--- config.mk ---
export PLATFORM = sky130hd
export DESIGN_NAME = shift_register_universal_flat
export DESIGN_NICKNAME = d
export VERILOG_FILES = /design/src/rtl/shift_register_universal_pkg.sv /design/src/rtl/shift_register_universal_if.sv /design/src/rtl/shift_register_universal_shift_step_mux.sv /design/src/rtl/shift_register_universal.sv /design/src/flat_wrapper.sv
export SDC_FILE = /design/constraint.sdc
export NUM_CORES = 1
export LEC_CHECK = 0
export BUFFER_PORTS_ARGS = -buffer_cell sky130_fd_sc_hd__buf_4
export CAP_MARGIN = 20
export CORE_ASPECT_RATIO = 1.4
export CORE_UTILIZATION = 48
export DETAILED_ROUTE_END_ITERATION = 7
export PLACE_DENSITY = 0.78
export SYNTH_ARGS = -nofsm -noshare
export SYNTH_HDL_FRONTEND = slang
export SYNTH_SLANG_ARGS = --single-unit
--- constraint.sdc ---
create_clock -name clk -period 2 [get_ports clk]
set_clock_uncertainty 0.1 [all_clocks]
set_input_delay 0.4 -clock clk [delete_from_list [all_inputs] [get_ports clk]]
set_output_delay 0.4 -clock clk [all_outputs]
set_load 0.01 [all_outputs]
--- src/rtl/shift_register_universal_pkg.sv ---
// Shared encodings for the universal shift register: operation modes and burst FSM states.
package shift_reg_pkg;

    typedef enum logic [2:0] {
        MODE_HOLD = 3'b000,
        MODE_SLL  = 3'b001,
        MODE_SRL  = 3'b010,
        MODE_ROL  = 3'b011,
        MODE_ROR  = 3'b100,
        MODE_SRA  = 3'b101
    } mode_e;

    typedef enum logic [1:0] {
        ST_IDLE = 2'd0,
        ST_RUN  = 2'd1,
        ST_DONE = 2'd2
    } state_e;

endpackage

--- src/rtl/shift_register_universal_if.sv ---
// Control/data bundle of the universal shift register; the controller drives the master side.
interface shift_register_universal_if #(
    parameter int WIDTH = 8,
    parameter int STEP  = 1,
    parameter int CNT_W = 4
);
    logic               load;
    logic [WIDTH-1:0]   parallel_in;
    logic               en;
    logic [2:0]         mode;
    logic [STEP-1:0]    serial_in;
    logic               start;
    logic [CNT_W-1:0]   shift_count;
    logic [STEP-1:0]    serial_out;
    logic [WIDTH-1:0]   parallel_out;
    logic               busy;
    logic               done;

    modport master (
        output load, parallel_in, en, mode, serial_in, start, shift_count,
        input  serial_out, parallel_out, busy, done
    );

    modport slave (
        input  load, parallel_in, en, mode, serial_in, start, shift_count,
        output serial_out, parallel_out, busy, done
    );
endinterface

--- src/rtl/shift_register_universal_shift_step_mux.sv ---
// One shift/rotate step of STEP bits plus the lane that falls off for the given mode.
module shift_step_mux
    import shift_reg_pkg::*;
#(
    parameter int WIDTH = 8,
    parameter int STEP  = 1
) (
    input  logic [WIDTH-1:0] cur_i,
    input  logic [2:0]       mode_i,
    input  logic [STEP-1:0]  serial_i,
    output logic [WIDTH-1:0] next_o,
    output logic [STEP-1:0]  serial_o
);

    always_comb begin
        // NOTE: defaults first so every path assigns both outputs and no latch is inferred.
        next_o   = cur_i;
        serial_o = cur_i[WIDTH-1 -: STEP];
        case (mode_i)
            MODE_SLL: next_o = {cur_i[WIDTH-STEP-1:0], serial_i};
            MODE_SRL: begin
                next_o   = {serial_i, cur_i[WIDTH-1:STEP]};
                serial_o = cur_i[STEP-1:0];
            end
            MODE_ROL: next_o = {cur_i[WIDTH-STEP-1:0], cur_i[WIDTH-1 -: STEP]};
            MODE_ROR: begin
                next_o   = {cur_i[STEP-1:0], cur_i[WIDTH-1:STEP]};
                serial_o = cur_i[STEP-1:0];
            end
            MODE_SRA: begin
                next_o   = {{STEP{cur_i[WIDTH-1]}}, cur_i[WIDTH-1:STEP]};
                serial_o = cur_i[STEP-1:0];
            end
            default: ;
        endcase
    end

endmodule

--- src/rtl/shift_register_universal.sv ---
// Universal shift register: parallel load, single-step shifting and an autonomous N-shift burst.
module shift_register_universal
    import shift_reg_pkg::*;
#(
    parameter int WIDTH = 8,
    parameter int STEP  = 1,
    parameter int CNT_W = 4
) (
    input  logic                       clk,
    input  logic                       rst_n,
    shift_register_universal_if.slave  bus
);

    if ((STEP < 1) || (STEP >= WIDTH) || ((WIDTH % STEP) != 0)) begin : g_bad_params
        $error("shift_register_universal: WIDTH must be a multiple of STEP and STEP < WIDTH");
    end

    state_e           state_q;
    logic [CNT_W-1:0] cnt_q;
    logic [2:0]       bmode_q;
    logic [WIDTH-1:0] data_q;
    logic [WIDTH-1:0] data_d;
    logic             busy_q;
    logic             done_q;
    logic [2:0]       eff_mode;
    logic [STEP-1:0]  serial_out;

    // A running burst owns the datapath; otherwise the live mode drives both shift and serial_out.
    assign eff_mode = (state_q == ST_RUN) ? bmode_q : bus.mode;

    shift_step_mux #(
        .WIDTH (WIDTH),
        .STEP  (STEP)
    ) u_step (
        .cur_i    (data_q),
        .mode_i   (eff_mode),
        .serial_i (bus.serial_in),
        .next_o   (data_d),
        .serial_o (serial_out)
    );

    always_ff @(posedge clk or negedge rst_n) begin
        if (!rst_n) begin
            state_q <= ST_IDLE;
            cnt_q   <= '0;
            bmode_q <= MODE_HOLD;
            data_q  <= '0;
            busy_q  <= 1'b0;
            done_q  <= 1'b0;
        end else if (bus.load) begin
            // NOTE: non-blocking assignments keep every register reading pre-edge values.
            data_q  <= bus.parallel_in;
            state_q <= ST_IDLE;
            busy_q  <= 1'b0;
            done_q  <= 1'b0;
        end else begin
            case (state_q)
                ST_IDLE: begin
                    if (bus.start) begin
                        bmode_q <= bus.mode;
                        cnt_q   <= bus.shift_count;
                        if (bus.shift_count != '0) begin
                            state_q <= ST_RUN;
                            busy_q  <= 1'b1;
                        end else begin
                            state_q <= ST_DONE;
                            done_q  <= 1'b1;
                        end
                    end else if (bus.en) begin
                        data_q <= data_d;
                    end
                end
                ST_RUN: begin
                    data_q <= data_d;
                    cnt_q  <= cnt_q - CNT_W'(1);
                    if (cnt_q == CNT_W'(1)) begin
                        state_q <= ST_DONE;
                        busy_q  <= 1'b0;
                        done_q  <= 1'b1;
                    end
                end
                ST_DONE: begin
                    state_q <= ST_IDLE;
                    done_q  <= 1'b0;
                end
                default: begin
                    state_q <= ST_IDLE;
                    busy_q  <= 1'b0;
                    done_q  <= 1'b0;
                end
            endcase
        end
    end

    assign bus.parallel_out = data_q;
    assign bus.serial_out   = serial_out;
    assign bus.busy         = busy_q;
    assign bus.done         = done_q;

endmodule

--- src/flat_wrapper.sv ---
// flat-port wrapper written by rule: the top's interface ports become plain ports
module shift_register_universal_flat import shift_reg_pkg::*;
#(
    parameter int WIDTH = 8,
    parameter int STEP  = 1,
    parameter int CNT_W = 4
)
  (clk, rst_n, bus_load, bus_parallel_in, bus_en, bus_mode, bus_serial_in, bus_start, bus_shift_count, bus_serial_out, bus_parallel_out, bus_busy, bus_done);
  shift_register_universal_if #(.WIDTH(WIDTH), .STEP(STEP), .CNT_W(CNT_W)) bus_i ();
  input  logic clk;
  input  logic rst_n;
  input wire logic [$bits(bus_i.load)-1:0] bus_load;
  input wire logic [$bits(bus_i.parallel_in)-1:0] bus_parallel_in;
  input wire logic [$bits(bus_i.en)-1:0] bus_en;
  input wire logic [$bits(bus_i.mode)-1:0] bus_mode;
  input wire logic [$bits(bus_i.serial_in)-1:0] bus_serial_in;
  input wire logic [$bits(bus_i.start)-1:0] bus_start;
  input wire logic [$bits(bus_i.shift_count)-1:0] bus_shift_count;
  output wire logic [$bits(bus_i.serial_out)-1:0] bus_serial_out;
  output wire logic [$bits(bus_i.parallel_out)-1:0] bus_parallel_out;
  output wire logic [$bits(bus_i.busy)-1:0] bus_busy;
  output wire logic [$bits(bus_i.done)-1:0] bus_done;
  assign bus_i.load = bus_load;
  assign bus_i.parallel_in = bus_parallel_in;
  assign bus_i.en = bus_en;
  assign bus_i.mode = bus_mode;
  assign bus_i.serial_in = bus_serial_in;
  assign bus_i.start = bus_start;
  assign bus_i.shift_count = bus_shift_count;
  assign bus_serial_out = bus_i.serial_out;
  assign bus_parallel_out = bus_i.parallel_out;
  assign bus_busy = bus_i.busy;
  assign bus_done = bus_i.done;
  shift_register_universal #(.WIDTH(WIDTH), .STEP(STEP), .CNT_W(CNT_W)) u_core (.clk(clk), .rst_n(rst_n), .bus(bus_i));
endmodule
# Word level (Yosys, flattened, before mapping)
# Cells that the tools add are included.
[classes] n_mux=24 n_bitwise=1 n_reduce_logical=11 eq_ne=16 addsub=1
[ops] operator="case mux 8 bit (5 select lines)" count=1
[ops] operator="two-way mux 8 bit" count=3
[ops] operator="case mux 8 bit (2 select lines)" count=1
[ops] operator="!= test 3 bit, second input constant" count=5
[ops] operator="AND reduction 3 bit" count=4
[ops] operator="two-way mux 1 bit" count=9
[ops] operator="two-way mux 2 bit" count=4
[ops] operator="case mux 4 bit (2 select lines)" count=1
[ops] operator="== test 3 x 2 -> 1 bit, second input constant" count=2
[ops] operator="== test 3 bit, second input constant" count=2
[ops] operator="== test 4 x 1 -> 1 bit, second input constant" count=1
[ops] operator="two-way mux 4 bit" count=1
[ops] operator="!= test 2 bit, second input constant" count=2
[ops] operator="case mux 2 bit (2 select lines)" count=1
[ops] operator="AND reduction 4 bit" count=1
[ops] operator="nonzero test 4 bit" count=1
[ops] operator="subtractor 4 x 1 -> 4 bit, second input constant" count=1
[ops] operator="== test 3 x 1 -> 1 bit, second input constant" count=1
[ops] operator="two-way mux 3 bit" count=1
[ops] operator="!= test 3 x 2 -> 1 bit, second input constant" count=1
[ops] operator="case mux 1 bit (3 select lines)" count=1
[ops] operator="nonzero test 3 bit" count=1
[ops] operator="OR reduction 3 bit" count=1
[ops] operator="== test 2 x 1 -> 1 bit, second input constant" count=1
[ops] operator="6 further kinds" count=6
[totals] elab_cells=59 input_bits=21 out_inout_bits=11 ff_bits=19

# Depth between registers and ports, before layout
[logic_depth] ltp_word=8 ltp_mapped=7 depth_no_buf=5

# Hierarchy
# From an unflattened synthesis, not the netlist that was laid out.
[hier_totals] cells_unflattened=143 hier_area_um2=1376.3
[by_module_without_submodules] mod="shift_register_universal" cells_each=99 n_inst=1 area_each_um2=1088.5 seq_area_each_um2=475.5
[by_module_without_submodules] mod="shift_step_mux" cells_each=44 n_inst=1 area_each_um2=287.8 seq_area_each_um2=0.0

# Least setup slack after synthesis
# No wires, ideal clock.
[synth_path] path_kind="register to output" from="register u_core.state_q[1]" to="output port bus_serial_out" setup_slack_ps=-79 required_time_ps=1500 path_stages_with_launch=7 arrival_ps=1579 cell_sequence="dfrtp_1 -> buf_2 -> nor2b_1 -> buf_4 -> mux2_4 -> a21o_4 -> o21ai_0"
[synth_via] elab_chain_cells=5 elab_cells_between_ends=7 classes_between="4 x eq/ne; 2 x mux; 1 x reduce/logical"
[synth_rtl] element="start, declared" line_no="shift_register_universal.sv:18" text="state_e state_q;"
[synth_rtl] element="start signal, assigned" line_no="shift_register_universal.sv:44" text="state_q <= ST_IDLE;"
[synth_rtl] element="start signal, assigned" line_no="shift_register_universal.sv:53" text="state_q <= ST_IDLE;"
[synth_rtl] element="start signal, assigned" line_no="shift_register_universal.sv:63" text="state_q <= ST_RUN;"
[synth_rtl] element="== test 2 x 1 -> 1 bit (*)" line_no="shift_register_universal.sv:29" text="assign eff_mode = (state_q == ST_RUN) ? bmode_q : bus.mode;"
[synth_rtl] element="two-way mux 3 bit (*)" line_no="shift_register_universal.sv:29"
[synth_rtl] element="== test 3 bit or == test 3 x 2 -> 1 bit (tied branches)" line_no="shift_register_universal_shift_step_mux.sv:19" text="case (mode_i)"
[synth_rtl] element="OR reduction 3 bit (no source line) (*)"
[synth_rtl] element="two-way mux 1 bit (*)" line_no="shift_register_universal_shift_step_mux.sv:19"
[synth_rtl] element="end, declared" line_no="flat_wrapper.sv:19" text="output wire logic [$bits(bus_i.serial_out)-1:0] bus_serial_out;"
# Every way passes the cells marked *; elsewhere a longest branch is shown, timed or not.

# Final worst setup path
[layout_path] from="register u_core.state_q[0]" to="output port bus_serial_out"
# The elaborated chain is that of the path after synthesis.

==> summary.md <==
| Metric | Value |
|---|---|
| Violated checks | `negative setup slack` |
| Total Wirelength | `around 3400 um` |
| Pwr Density | `roughly 1200 nW/um^2` |
| Pre-CTS setup slack | `-0.0135 ns` |
| Max-slew violations | `0` |
| Total track usage | `approximately a quarter` |
| Via/cell ratio | `about 5.6` |
| Fraction of layout cells with a size suffix above 1 | `34.4%` |
| Setup Crit Path Kind | `reg2out` |
| Top cells by area, synth | `dfrtp_1, mux2i_1, a21oi_1` |
| Sequential-to-total area share from yosys stat | `35.9%` |
| CTS sink count | `19` |
| Die ar. | `between 2000 and 3000 um^2` |
| Yosys top cell by area | `dfrtp_1` |
| Max-Cap Viols | `0` |
| Via count | `roughly 1,300` |
| First-pass GRT wire length | `5620 um` |
| Clock slew at reported path FFs | `approximately 0.12 ns` |
| Ports | `32` |
| Commonest non-fill, non-tap cell in the layout | `buf_4` |
| Worst EP required | `around 1.5 ns` |
| Area of the multi-input gates | `roughly 800 um^2` |
| Critical path data arrival time | `between 1.5 and 2 ns` |
| CTS buffer count | `3` |
| Maximum buffer depth of the clock tree | `2` |
| Synthesis-stage register bit count | `19` |
| P_int | `1.25 mW` |
| Seq pwr share | `33.4%` |
| Overflow after GRT | `0` |
| Syn nets | `171` |
| Die Y | `between 60 and 70 um` |
| Commonest non-fill, non-tap cells in the layout | `buf_4, dfrtp_1, nor2_1, a21oi_1, nand2_1` |
| First-pass DRT Iterations | `4` |
| Hold path start | `bus_load` |
| Reg2reg end | `u_core.bus.parallel_out[1]` |
| Slew headroom | `approximately three quarters` |
| Worst R2R Setup Slack | `-0.07 ns` |
| Seq. cell area | `~480 um^2` |
| CTS tree | `done` |
| Nets | `approximately 220` |
| Cell Area, Synth | `1330 um^2` |
| Hold slack | `approximately 0.26 ns` |
| Comb power frac | `a little under three fifths` |
| Mapped Cells | `between 100 and 150` |
| Hold Path Stages | `3` |
| Worst-Margin Slew | `about 0.38 ns` |
| Outcome | `finished with violations` |
| Critical path startpoint | `u_core.state_q[0]` |
| Clock Tree Root | `clkbuf_4` |
| Hold crit path type | `in2reg` |
| Syn Area/Cell | `8.95 um^2` |
| Unrepaired setup endpoints after global routing | `true` |
| Final setup fails | `6` |
| First DRT Iteration DRCs | `28` |
| Number of synthesized flops with an enable pin | `0` |
| Worst setup EP type | `output pin` |
| Worst vdd ir | `about 0.63 mV` |
| Maximum fanout along the worst path | `4` |
| Hold EP | `u_core.bus.done` |
| Post-synth ARST share | `between 90% and 100%` |
| Die Wd | `46.4 um` |
| Final min period | `between 2 and 2.5 ns` |
| Antenna-violating nets left | `0` |
| Switching power total | `between 800 and 900 uW` |
| Dominant synthesized flop cell | `dfrtp_1` |
| Area Growth Syn to Fin | `33.9%` |
| Core Box Area | `between 2000 and 3000 um^2` |
| Number of buffers added on ports | `31` |
| Period utilization | `112%` |
| Synth cell types | `38` |
| Remaining DRCs | `0` |
| Synth Warn # | `0` |
| Sw frac | `between 40% and 50%` |
| Global placer's final weighted congestion | `0.821` |
| Vias in the first global route | `between 1,000 and 1,500` |
| Initial Utilization | `approximately half` |
| Initial antenna violation count | `0` |
| FP Rows | `22` |
| Routed WL per cell | `between 10 and 15 um` |
| Insertion delay to the later sink of the worst-skew pair | `~0.3 ns` |
| Clock power share | `under 10%` |
| Static leakage | `approximately 0.85 nW` |
| Final hold vios | `0` |
| H-tree depth | `1` |
| Setup WS post-layout | `-0.244 ns` |
| FF-to-FF path depth | `7` |
| Startpoint types | `flop` |
| Max Freq | `around 450 MHz` |
| Post-DP HPWL | `2650 um` |
| Post-synth top area share | `between 30% and 40%` |
| RR Startpoint | `u_core.bmode_q[0]` |
| Largest net degree at the start of global routing | `20` |
| Filler cell count | `210` |
| # diodes | `0` |
-- layer usage --
layer	vias to the layer above	track usage, %	wire length, um
li1	632	-	-
met1	625	26.7	1300
met2	33	46.7	1970
met3	6	3.11	91
met4	0	12.9	72
met5	-	0	0
-- cell usage after synthesis, types with 2 or more instances --
cell type / count
mux2_2: 3
inv_1: 11
nor4_1: 2
a21oi_1: 15
nor2_1: 15
ha_1: 2
mux2i_1: 12
and4b_1: 2
nand2_1: 15
o21ai_0: 10
clkbuf_1: 3
nand2b_1: 5
nor3_1: 4
dfrtp_1: 19
o32a_1: 6
buf_2: 2
-- sequential cells by signal, indices dropped and copies added (netlist names) --
| register | cells |
|---|---|
| u_core.bus.done | 1 |
| u_core.bus.busy | 1 |
| u_core.cnt_q | 4 |
| u_core.state_q | 2 |
| u_core.bus.parallel_out | 8 |
| u_core.bmode_q | 3 |
-- timing repair --
item / 4_1_cts / 5_1_grt
setup endpoints to repair: 8 / 10
pin swaps: 5 / 0
hold buffers: 1 / 0
buffers inserted: 4 / 0
gates resized for setup: 5 / 2
endpoints found under the hold margin: 19 / 0
-- through the flow --
step	utilization, %	total power, mW	instance area, um^2	cells	setup TNS, ns
floorplan	-	1.39	1330	148	0
global placement	64.1	1.78	1680	222	0
detailed placement	64.1	1.84	1680	222	-0.0135
CTS	67.4	2.10	1760	231	-0.321
global route	67.8	2.28	1770	231	-0.941
finish	67.8	2.12	1770	231	-0.443
-- power by group through the flow --
stage / sequential, mW / combinational, mW / clock, mW
detailed placement: 0.711 / 1.13 / 0
floorplan: 0.717 / 0.672 / 0
global route: 0.733 / 1.33 / 0.219
finish: 0.710 / 1.22 / 0.195
CTS: 0.704 / 1.20 / 0.202
global placement: 0.695 / 1.09 / 0
-- logic make-up (layout without fill, tap and decap cells) --
family | count (synthesis) | after routing | share of synthesized area (%)
adders and majority gates | 2 | 2 | 1.89
AOI/OAI and AO/OA | 46 | 46 | 26.0
muxes | 17 | 17 | 13.8
buffers and inverters | 18 | 65 | 5.57
and+or+nand+nor | 46 | 46 | 16.9
DFF | 19 | 19 | 35.9
-- worst max path at each step --
| stage | endpoint | cells past startpoint | slack (ns) |
|---|---|---|---|
| 2_1_floorplan | bus_serial_out | 6 | 0.002 |
| 3_3_place_gp | bus_serial_out | 6 | 0.04 |
| 3_5_place_dp | u_core.bus.parallel_out[7] | 6 | -0.01 |
| 4_1_cts | bus_serial_out | 6 | -0.24 |
| 5_1_grt | bus_serial_out | 6 | -0.32 |
| 6_report | bus_serial_out | 6 | -0.24 |
-- worst max-delay path, cell delays in order, from the launching register on --
cell and delay (ns):
dfrtp_1 0.41, nor2b_2 0.21, mux2_4 0.35, a21o_4 0.23
nand2_1 0.06, o21ai_1 0.05, buf_4 0.14
-- layout make-up --
class                      count  share of cell area, %
clock inverter                 1                  0.282
inverter                      11                   2.33
clock buffer                   3                   1.27
tap                           36                   2.54
timing repair buffer          50                   21.5
sequential                    19                   26.8
multi-input combinational    111                   45.3
No activity file was read; power rests on OpenSTA's default activity.
